## src/rtl/mc_ctrl_wait.sv

```systemverilog
// mc_ctrl_wait: multicycle MIPS control unit with variable-latency memory handshakes,
// bus-timeout and illegal-opcode traps, and cycle/retired-instruction counters.
module mc_ctrl_wait #(
    parameter int CNT_W           = 32,
    parameter int WAIT_TIMEOUT    = 16,
    parameter bit TRAP_ON_ILLEGAL = 1'b1
) (
    input  logic             clk,
    input  logic             rst,
    input  logic [31:0]      instr,
    input  logic             zero,
    input  logic             imem_ready,
    input  logic             dmem_ready,
    output logic [1:0]       regdst,
    output logic [1:0]       write_sel,
    output logic [1:0]       pc_sel,
    output logic [1:0]       aluctr,
    output logic             alusrc,
    output logic [1:0]       extop,
    output logic             addi_ovf,
    output logic             lb_sel,
    output logic             sb_sel,
    output logic             irwr,
    output logic             pcwr,
    output logic             rf_we,
    output logic             mem_rd,
    output logic             memwr,
    output logic             trap,
    output logic [1:0]       trap_cause,
    output logic [3:0]       state,
    output logic [CNT_W-1:0] cycle_cnt,
    output logic [CNT_W-1:0] retired_cnt
);
    typedef enum logic [3:0] {
        FETCH = 4'd0, DECODE, MEM_ADDR, MEM_READ, MEM_WB, MEM_WRITE,
        EXEC, ALU_WB, BRANCH, JUMP, TRAP
    } state_t;
    localparam int WW = WAIT_TIMEOUT > 0 ? $clog2(WAIT_TIMEOUT + 1) : 1;
    localparam logic [WW-1:0] LIM = WW'(WAIT_TIMEOUT > 0 ? WAIT_TIMEOUT - 1 : 0);
    state_t cur, nxt;
    logic [WW-1:0] wcnt;
    logic [5:0] op, fn;
    logic rt, addu, subu, slt, jr, ori, lui, addi, addiu, beq, j, jal, lw, sw, lb, sb;
    logic ld, mem, alu, waiting, timeout, retire, unused_bits;
    assign op          = instr[31:26];
    assign fn          = instr[5:0];
    assign unused_bits = ^instr[25:6];
    assign rt    = op == 6'h00;
    assign addu  = rt && fn == 6'h21;
    assign subu  = rt && fn == 6'h23;
    assign slt   = rt && fn == 6'h2a;
    assign jr    = rt && fn == 6'h08;
    assign ori   = op == 6'h0d;
    assign lui   = op == 6'h0f;
    assign addi  = op == 6'h08;
    assign addiu = op == 6'h09;
    assign beq   = op == 6'h04;
    assign j     = op == 6'h02;
    assign jal   = op == 6'h03;
    assign lw    = op == 6'h23;
    assign sw    = op == 6'h2b;
    assign lb    = op == 6'h20;
    assign sb    = op == 6'h28;
    assign ld    = lw | lb;
    assign mem   = lw | sw | lb | sb;
    assign alu   = addu | subu | slt | ori | lui | addi | addiu;
    assign regdst    = jal ? 2'b10 : (ori | lui | addi | addiu | ld) ? 2'b01 : 2'b00;
    assign write_sel = mem ? 2'b01 : slt ? 2'b11 : jal ? 2'b10 : 2'b00;
    assign pc_sel    = cur == FETCH ? 2'b00 : beq ? 2'b01 : (j | jal) ? 2'b10 : jr ? 2'b11 : 2'b00;
    assign aluctr    = (subu | slt | beq) ? 2'b01 : ori ? 2'b10 : 2'b00;
    assign alusrc    = ori | lui | addi | addiu | mem;
    assign extop     = lui ? 2'b10 : (addi | addiu | beq | mem) ? 2'b01 : 2'b00;
    assign addi_ovf  = addi;
    assign lb_sel    = lb;
    assign sb_sel    = sb;
    // A ready arriving on the limit cycle clears waiting, so it beats the timeout.
    assign waiting = (cur == FETCH && !imem_ready) || ((cur == MEM_READ || cur == MEM_WRITE) && !dmem_ready);
    assign timeout = WAIT_TIMEOUT > 0 && waiting && wcnt == LIM;
    assign retire  = cur == MEM_WB || cur == ALU_WB || cur == BRANCH || cur == JUMP || (cur == MEM_WRITE && dmem_ready);
    assign irwr   = rst && cur == FETCH && imem_ready;
    assign pcwr   = rst && ((cur == FETCH && imem_ready) || (cur == BRANCH && ((beq && zero) || jr)) || cur == JUMP);
    assign rf_we  = rst && (cur == MEM_WB || cur == ALU_WB || (cur == JUMP && jal));
    assign mem_rd = rst && cur == MEM_READ;
    assign memwr  = rst && cur == MEM_WRITE;
    assign trap   = cur == TRAP;
    assign state  = cur;
    always_comb begin
        nxt = FETCH;
        case (cur)
            FETCH:     nxt = timeout ? TRAP : imem_ready ? DECODE : FETCH;
            DECODE:    nxt = mem ? MEM_ADDR : alu ? EXEC : (beq | jr) ? BRANCH : (j | jal) ? JUMP : TRAP_ON_ILLEGAL ? TRAP : FETCH;
            MEM_ADDR:  nxt = ld ? MEM_READ : MEM_WRITE;
            MEM_READ:  nxt = timeout ? TRAP : dmem_ready ? MEM_WB : MEM_READ;
            MEM_WRITE: nxt = timeout ? TRAP : dmem_ready ? FETCH : MEM_WRITE;
            EXEC:      nxt = ALU_WB;
            TRAP:      nxt = TRAP;
            default:   nxt = FETCH;
        endcase
    end
    always_ff @(posedge clk or negedge rst) begin
        if (!rst) begin
            cur         <= FETCH;
            wcnt        <= '0;
            trap_cause  <= 2'b00;
            cycle_cnt   <= '0;
            retired_cnt <= '0;
        end else begin
            cur  <= nxt;
            wcnt <= (nxt != cur || cur == TRAP) ? '0 : wcnt + 1'b1;
            if (nxt == TRAP && cur != TRAP)
                trap_cause <= cur == DECODE ? 2'b01 : 2'b10;
            if (cur != TRAP)
                cycle_cnt <= cycle_cnt + 1'b1;
            if (retire)
                retired_cnt <= retired_cnt + 1'b1;
        end
    end
endmodule

```

## config.mk

```make
export PLATFORM = sky130hd
export DESIGN_NAME = mc_ctrl_wait
export DESIGN_NICKNAME = d
export VERILOG_FILES = /design/src/rtl/mc_ctrl_wait.sv
export SDC_FILE = /design/constraint.sdc
export NUM_CORES = 1
export LEC_CHECK = 0
export CAP_MARGIN = 20
export CORE_AREA = 2 2 86 88
export CTS_CLUSTER_DIAMETER = 40
export DETAILED_ROUTE_END_ITERATION = 6
export DIE_AREA = 0 0 88 90
export DONT_BUFFER_PORTS = 1
export PLACE_DENSITY_LB_ADDON = 0.05
export SLEW_MARGIN = 30
export SYNTH_ARGS = -nofsm -noshare
export SYNTH_HDL_FRONTEND = slang
export SYNTH_SLANG_ARGS = --single-unit
export TNS_END_PERCENT = 5
```

## constraint.sdc

```tcl
create_clock -name clk -period 2.55 [get_ports clk]
set_input_delay 0.6375 -clock clk [delete_from_list [all_inputs] [get_ports clk]]
set_output_delay 0.6375 -clock clk [all_outputs]
set_load 0.01 [all_outputs]
```

==> metrics.log, run 1 <==
INFO  metric run_status = finished, final reports clean
INFO  metric power_leakage = 1.92 nW
INFO  metric die-area = 7920 sq um
INFO  metric period_minus_slack = 2410 ps
INFO  metric yosysUniqueCellTypes = 57
INFO  metric postSynthRegisterBits = 75
INFO  metric finalInstanceArea = 4500 sq um
INFO  metric max_slew.worst_pin.slew = 704 ps
INFO  metric clock-sinks = 75
INFO  metric clock-skew-final = 6.30 ps
INFO  metric first_global_vias = 2946
INFO  metric route.final.wire_length = 8.44 mm
INFO  metric ys_warn_count = 0
INFO  metric numCtsBuffers = 9
INFO  metric grt_pass1_wl = 14.1 mm
INFO  metric wl_per_cell = 16.4 um
INFO  metric dp.final_hpwl = 5.96 mm
INFO  metric viasPerCell = 5.90
INFO  metric areaGrowthSynthToFinish = 11.2%
INFO  metric finalSetupViolCount = 0
INFO  metric asyncSetResetFlopFracSynth = 100%
INFO  metric r2r_cells = 8
INFO  metric slew-limit-headroom = 52.9%
INFO  metric synth_top_area_share = 46.3%
INFO  metric drc = 0
INFO  metric synth.area.top_cells = dfrtp_1 46%, xnor2_1 11%, nand3_1 4.0%, xor2_1 3.2%, nand2_1 2.7%
INFO  metric r2r_setup_slack = 150 ps
INFO  metric initial_antenna_violation_count = 0
INFO  metric post_synth_edffs = 0
INFO  metric register_clock_pin_slew_on_the_reported_worst_setup_and_hold_paths = 80 ps
INFO  metric fmax = 414 MHz
INFO  metric finalHoldViolations = 0
INFO  metric critical_path_class = flop to primary output
INFO  metric placed_area = 4220 sq um
INFO  metric critPathRequiredTime = 1910 ps
INFO  metric post-route-util = 64.1%
INFO  metric fp-row-count = 31
INFO  metric cts.path.max_buffers = 2
INFO  metric overflow = 0
INFO  metric synth_ff_type = dfrtp_1
INFO  metric top_level_ports = 127
INFO  metric port-buffer-count = 0
INFO  metric post_cts_buffers = 0
INFO  metric floorplan.die.width = 88 um
INFO  metric diodes = 0
INFO  metric hp-class = primary input to asynchronous set/reset pin
INFO  metric drt-pass1-iter-count = 4
INFO  metric synth_sequential_area_ratio = 46.3%
INFO  metric final_nets = 453
INFO  metric start_kind = flop
INFO  metric synth_commonest_cells = 75 x dfrtp_1, 51 x xnor2_1, 32 x nand3_1
INFO  metric grt_setup_unrepaired = no
INFO  metric pin_count_of_the_biggest_net_entering_global_routing = 76
INFO  metric area_of_the_multi_input_gates = 2120 sq um
INFO  metric via_count_of_the_routed_design = 3044
INFO  metric netlist.top_cell.by_area = dfrtp_1
INFO  metric clk_latency = 340 ps
INFO  metric initial_utilization = 57.7%
INFO  metric post_synth_inst_count = 399
INFO  metric dpl_worst_slack = -7.88 ps
INFO  metric timing.final.max_slew_violations = 0
INFO  metric timing.critical_path.arrival = 1780 ps
INFO  metric number_of_levels_in_the_clock_h_tree = 3
INFO  metric area.sequential = 1880 sq um
INFO  metric vdd.ir_drop.worst = 0.000479 V
INFO  metric final_antenna_net_count = 0
INFO  metric final.fill_count = 584
INFO  metric synthesis.area = 4050 sq um
INFO  metric timing.critical_path.fanout_max = 13
INFO  metric regToRegEndpoint = wcnt[0]$_DFF_PN0_
INFO  metric r2r-start = wcnt[0]$_DFF_PN0_
INFO  metric coreArea = 7020 sq um
INFO  metric max_cap_violations = 0
INFO  metric power-per-cell-area = 792 nW/um^2
INFO  metric yosys.cell_count.top_type = dfrtp_1
INFO  metric syn_area_per_cell = 10.2 sq um
INFO  metric syn-num-nets = 440
INFO  metric grt_use_total = 21.9%
INFO  metric drtIter0Drc = 119
INFO  metric tritoncts = built
INFO  metric fp.dieH = 90 um
INFO  metric setup.worst_path.end_class = primary output
INFO  metric final.setup.tns = 0 ps
INFO  metric cts_root_buf = clkbuf_8
INFO  metric p_total = 3.57 mW
INFO  metric worst_slack_setup_final = 135 ps
INFO  metric final_layout_size_suffix_gt1_share = 13.4%
INFO  metric post-route-period-util = 94.7%
INFO  metric finalWeightedCongestion = 0.772
report_power, final:
part / leakage (nW) / internal (mW) / switching (mW)
clock: 0.0880 / 0.408 / 0.440
sequential: 1.01 / 1.34 / 0.327
combinational: 0.823 / 0.440 / 0.608
total: 1.92 / 2.19 / 1.38
what timing repair did:
action / 4_1_cts / 5_1_grt
cloned: 0 / 0
pin swaps: 0 / 1
hold buffers: 1 / 0
gates resized for setup: 1 / 14
endpoints found under the hold margin: 75 / 0
endpoints found under the setup margin: 1 / 8
worst max-delay path by stage:
stage	startpoint	endpoint	slack [ps]	depth (start not counted)
global placement	wcnt[0]$_DFF_PN0_	wcnt[0]$_DFF_PN0_	90	8
CTS	wcnt[0]$_DFF_PN0_	wcnt[4]$_DFF_PN0_	-5	8
global route	wcnt[0]$_DFF_PN0_	wcnt[0]$_DFF_PN0_	10	9
finish	state[1]$_DFF_PN0_	pcwr	140	3
detailed placement	wcnt[0]$_DFF_PN0_	wcnt[0]$_DFF_PN0_	-8	8
floorplan	instr[28]	rf_we	20	5
kinds of logic (layout without fill, tap and decap cells):
logic type / Yosys count / count (layout) / synth area share (%)
AO/OA/AOI/OAI: 50 / 50 / 10.0
XOR/XNOR: 66 / 66 / 14.3
flip-flops: 75 / 75 / 46.3
AND/OR/NAND/NOR: 174 / 174 / 24.6
buffers and inverters: 28 / 46 / 3.00
multiplexers: 2 / 2 / 0.525
adder cells (fa/ha/maj): 4 / 4 / 1.24
cell usage in the layout (no fill, tap or decap), types with 4 or more instances in the layout:
| cell type | netlist | final |
|---|---|---|
| and3_1 | 15 | 15 |
| nor3_1 | 7 | 7 |
| a21oi_1 | 9 | 8 |
| nand4_1 | 17 | 17 |
| o21ai_0 | 8 | 8 |
| clkbuf_8 | 0 | 11 |
| nor2_1 | 21 | 21 |
| a2111oi_2 | 0 | 5 |
| nor2b_1 | 8 | 8 |
| and4_1 | 8 | 8 |
| and3b_1 | 4 | 4 |
| nand3_1 | 32 | 32 |
| inv_1 | 12 | 12 |
| xor2_1 | 15 | 15 |
| nor4_1 | 6 | 5 |
| nand2b_1 | 9 | 9 |
| nand2_1 | 29 | 28 |
| xnor2_1 | 51 | 51 |
| buf_4 | 2 | 16 |
| dfrtp_1 | 75 | 74 |
flip-flops by register name (all words and copies together), names as in the netlist:
| register | flops |
|---|---|
| cycle_cnt | 32 |
| retired_cnt | 32 |
| trap_cause | 2 |
| state | 4 |
| wcnt | 5 |
stage by stage:
step                      instances  hold WS, ps
after floorplan                 399          342
after global placement          499          343
after detailed placement        499          343
after CTS                       516          184
after global routing            516          191
final                           516          170
worst max-delay path, cell delays in order, from the launching register on:
cell and delay, ps:
dfrtp_1 530, nor4_2 440, and3_1 300, a31o_2 170
cell type report:
class | instances | area share (%)
clock buffer | 11 | 3.36
clock inverter | 5 | 0.806
inverter | 13 | 1.08
multi-input combinational | 296 | 47.0
sequential | 75 | 41.7
tap | 99 | 2.75
timing repair buffer | 17 | 3.28
per-layer routing:
metal  up-vias  wire (um)  share of wire [%]  GRT usage [%]
met5         -          0                  0              0
met4         0        109                1.3           6.92
met3         9        581                6.9           7.25
met2        84       3970                 47           32.8
met1      1495       3790                 45           30.1
li1       1456          -                  -              -
Note: power is estimated with default switching activity, not from simulation.
==> run 2, diff against run 1 <==
--- a/config.mk
+++ b/config.mk
@@ -11,6 +11,7 @@
 export DETAILED_ROUTE_END_ITERATION = 6
 export DIE_AREA = 0 0 88 90
 export DONT_BUFFER_PORTS = 1
+export GPL_TIMING_DRIVEN = 0
 export PLACE_DENSITY_LB_ADDON = 0.05
 export SLEW_MARGIN = 30
 export SYNTH_ARGS = -nofsm -noshare
==> metrics.log, run 2 (synthesis gave the netlist of run 1 again) <==
INFO  metric die-area = 7920 sq um (unchanged)
INFO  metric route.final.wire_length = 8.52 mm (was 8.44 mm)
INFO  metric max_slew.worst_pin.slew = 705 ps (was 704 ps)
INFO  metric initial_utilization = 57.7% (unchanged)
INFO  metric finalSetupViolCount = 0 (unchanged)
INFO  metric areaGrowthSynthToFinish = 13.3% (was 11.2%)
INFO  metric vdd.ir_drop.worst = 0.000596 V (was 0.000479 V)
INFO  metric start_kind = primary input (was flop)
INFO  metric worst_slack_setup_final = 85.9 ps (was 135 ps)
INFO  metric viasPerCell = 5.92 (was 5.90)
INFO  metric finalWeightedCongestion = 0.816 (was 0.772)
INFO  metric diodes = 0 (unchanged)
INFO  metric number_of_levels_in_the_clock_h_tree = 3 (unchanged)
INFO  metric fp-row-count = 31 (unchanged)
INFO  metric layout.cells.most_common = dfrtp_1 (unchanged)
INFO  metric first_global_vias = 3027 (was 2946)
INFO  metric p_total = 3.74 mW (was 3.57 mW)
INFO  metric hp-class = primary input to asynchronous set/reset pin (unchanged)
INFO  metric coreArea = 7020 sq um (unchanged)
INFO  metric dpl_worst_slack = -186 ps (was -7.88 ps)
INFO  metric final.fill_count = 583 (was 584)
INFO  metric critPathRequiredTime = 1910 ps (about the same)
INFO  metric area_of_the_multi_input_gates = 2200 sq um (was 2120 sq um)
INFO  metric grt_use_total = 22.8% (was 21.9%)
INFO  metric clock-skew-final = 14.0 ps (was 6.30 ps)
INFO  metric area.sequential = 1880 sq um (about the same)
INFO  metric final_layout_size_suffix_gt1_share = 14.1% (was 13.4%)
INFO  metric wl_per_cell = 16.5 um (was 16.4 um)
INFO  metric post-place-cells = 498 (was 499)
INFO  metric ordered_list_of_cells_on_the_worst_path = clkbuf_1 -> nor4_4 -> a32o_2 -> a22oi_1 -> nor2b_2 (was nor4_2 -> and3_1 -> a31o_2)
INFO  metric drt-pass1-iter-count = 4 (unchanged)
INFO  metric grt_setup_unrepaired = yes (was no)
INFO  metric fmax = 406 MHz (was 414 MHz)
INFO  metric critical_path.slowest_cell = nor4_4 (was dfrtp_1)
INFO  metric timing.final.max_slew_violations = 0 (unchanged)
INFO  metric finalNonFillerCells = 516 (unchanged)
INFO  metric top_level_ports = 127 (unchanged)
INFO  metric crit_buf_inv = 1 (was 0)
INFO  metric logic_depth_of_the_worst_setup_path_including_buffers = 5 (was 3)
INFO  metric critical_path_class = primary input to primary output (was flop to primary output)
INFO  metric final_antenna_net_count = 0 (unchanged)
INFO  metric fp.dieH = 90 um (unchanged)
INFO  metric tritoncts = built (unchanged)
INFO  metric cts.path.max_buffers = 2 (unchanged)
INFO  metric cp_top_family = simple AND/OR/NAND/NOR gates (unchanged)
INFO  metric cts_root_buf = clkbuf_8 (unchanged)
INFO  metric register_clock_pin_slew_on_the_reported_worst_setup_and_hold_paths = 80 ps (about the same)
INFO  metric final_hold_slack = 182 ps (was 170 ps)
INFO  metric post-route-util = 65.3% (was 64.1%)
INFO  metric final.setup.tns = 0 ps (unchanged)
INFO  metric placed_area = 4180 sq um (was 4220 sq um)
INFO  metric drc = 0 (unchanged)
INFO  metric timing.critical_path.arrival = 1830 ps (was 1780 ps)
INFO  metric finalHoldViolations = 0 (unchanged)
INFO  metric numCtsBuffers = 9 (unchanged)
INFO  metric maximum_single_stage_delay_on_the_critical_path = 450 ps (was 530 ps)
INFO  metric drtIter0Drc = 115 (was 119)
INFO  metric power-per-cell-area = 815 nW/um^2 (was 792 nW/um^2)
INFO  metric post-route-period-util = 96.6% (was 94.7%)
INFO  metric layout.cells.most_common_list = 72 x dfrtp_1, 51 x xnor2_1, 32 x nand3_1, 28 x nand2_1, 20 x nor2_1 (was 74 x dfrtp_1, 51 x xnor2_1, 32 x nand3_1, 28 x nand2_1, 21 x nor2_1)
INFO  metric power_leakage = 1.93 nW (was 1.92 nW)
INFO  metric port-buffer-count = 0 (unchanged)
INFO  metric run_status = finished, final reports clean (unchanged)
INFO  metric period_minus_slack = 2460 ps (was 2410 ps)
INFO  metric setup.worst_path.end_class = primary output (unchanged)
INFO  metric dp.final_hpwl = 5.95 mm (was 5.96 mm)
INFO  metric overflow = 0 (unchanged)
INFO  metric r2r_cells = 8 (unchanged)
INFO  metric clk_latency = 350 ps (was 340 ps)
INFO  metric final_nets = 453 (unchanged)
INFO  metric max_cap_violations = 0 (unchanged)
INFO  metric clock-sinks = 75 (unchanged)
INFO  metric slew-limit-headroom = 52.6% (was 52.9%)
INFO  metric via_count_of_the_routed_design = 3056 (was 3044)
INFO  metric floorplan.die.width = 88 um (unchanged)
INFO  metric top_regs = cycle_cnt x32, retired_cnt x32, wcnt x5 (unchanged)
INFO  metric finalInstanceArea = 4590 sq um (was 4500 sq um)
INFO  metric initial_antenna_violation_count = 0 (unchanged)
INFO  metric pin_count_of_the_biggest_net_entering_global_routing = 76 (unchanged)
INFO  metric timing.critical_path.fanout_max = 8 (was 13)
INFO  metric grt_pass1_wl = 14.5 mm (was 14.1 mm)
-- run 2: cell count changes in the layout (fill, tap and decap cells not counted), sizes merged --
cell / before / now
bufinv: 0 / 1
clkbuf: 11 / 17
buf: 17 / 9
clkinvlp: 3 / 1
clkinv: 1 / 4
-- run 2: layer usage --
layer | vias up | part of all wire [%] | track usage, %
met3 | 13 | 7.6 | 8.36
met5 | - | 0 | 0
met1 | 1489 | 44 | 30.4
met4 | 0 | 1.4 | 7.95
li1 | 1464 | - | -
met2 | 90 | 47 | 33.9
-- run 2: area by class of cell --
cell class                      instances  share of cell area [%]
Inverter                               13                    1.06
Clock buffer                            9                    2.70
Timing Repair Buffer                    2                   0.764
Tap cell                               99                    2.70
Buffer                                 15                    2.37
Multi-Input combinational cell        296                    48.0
Clock inverter                          7                    1.45
Sequential cell                        75                    41.0
-- run 2: what timing repair did --
item,4_1_cts,5_1_grt
pin swaps,2,6
setup buffers,0,1
gates resized for setup,21,25
endpoints found under the setup margin,10,7
hold buffers,1,0
hold endpoints to repair,75,0
-- run 2: worst reg2reg max path, cell delays in order (launching register included) --
cell and delay, ps:
dfrtp_1 420, ha_1 230, and3_1 190, ha_2 200
and3b_1 200, a221oi_2 350, a221o_1 210, nand2_2 160
a2111oi_2 370
-- run 2: path summary, 6_finish.rpt --
path | from | to | slack, ps
min | rst | cycle_cnt[29]$_DFFE_PN0N_ | 180
max reg2reg | wcnt[0]$_DFF_PN0_ | wcnt[1]$_DFF_PN0_ | 130
max | instr[30] | rf_we | 90
min reg2reg | wcnt[0]$_DFF_PN0_ | wcnt[0]$_DFF_PN0_ | 490
max in group asynchronous | rst | state[1]$_DFF_PN0_ | 2070
min in group clk | wcnt[0]$_DFF_PN0_ | wcnt[0]$_DFF_PN0_ | 490
-- run 2: where the power goes --
group          internal [mW]  total [mW]  switching, mW  leakage (nW)
sequential              1.35        1.65          0.305          1.01
clock                  0.448       0.895          0.447        0.0992
combinational          0.484        1.19          0.707         0.825
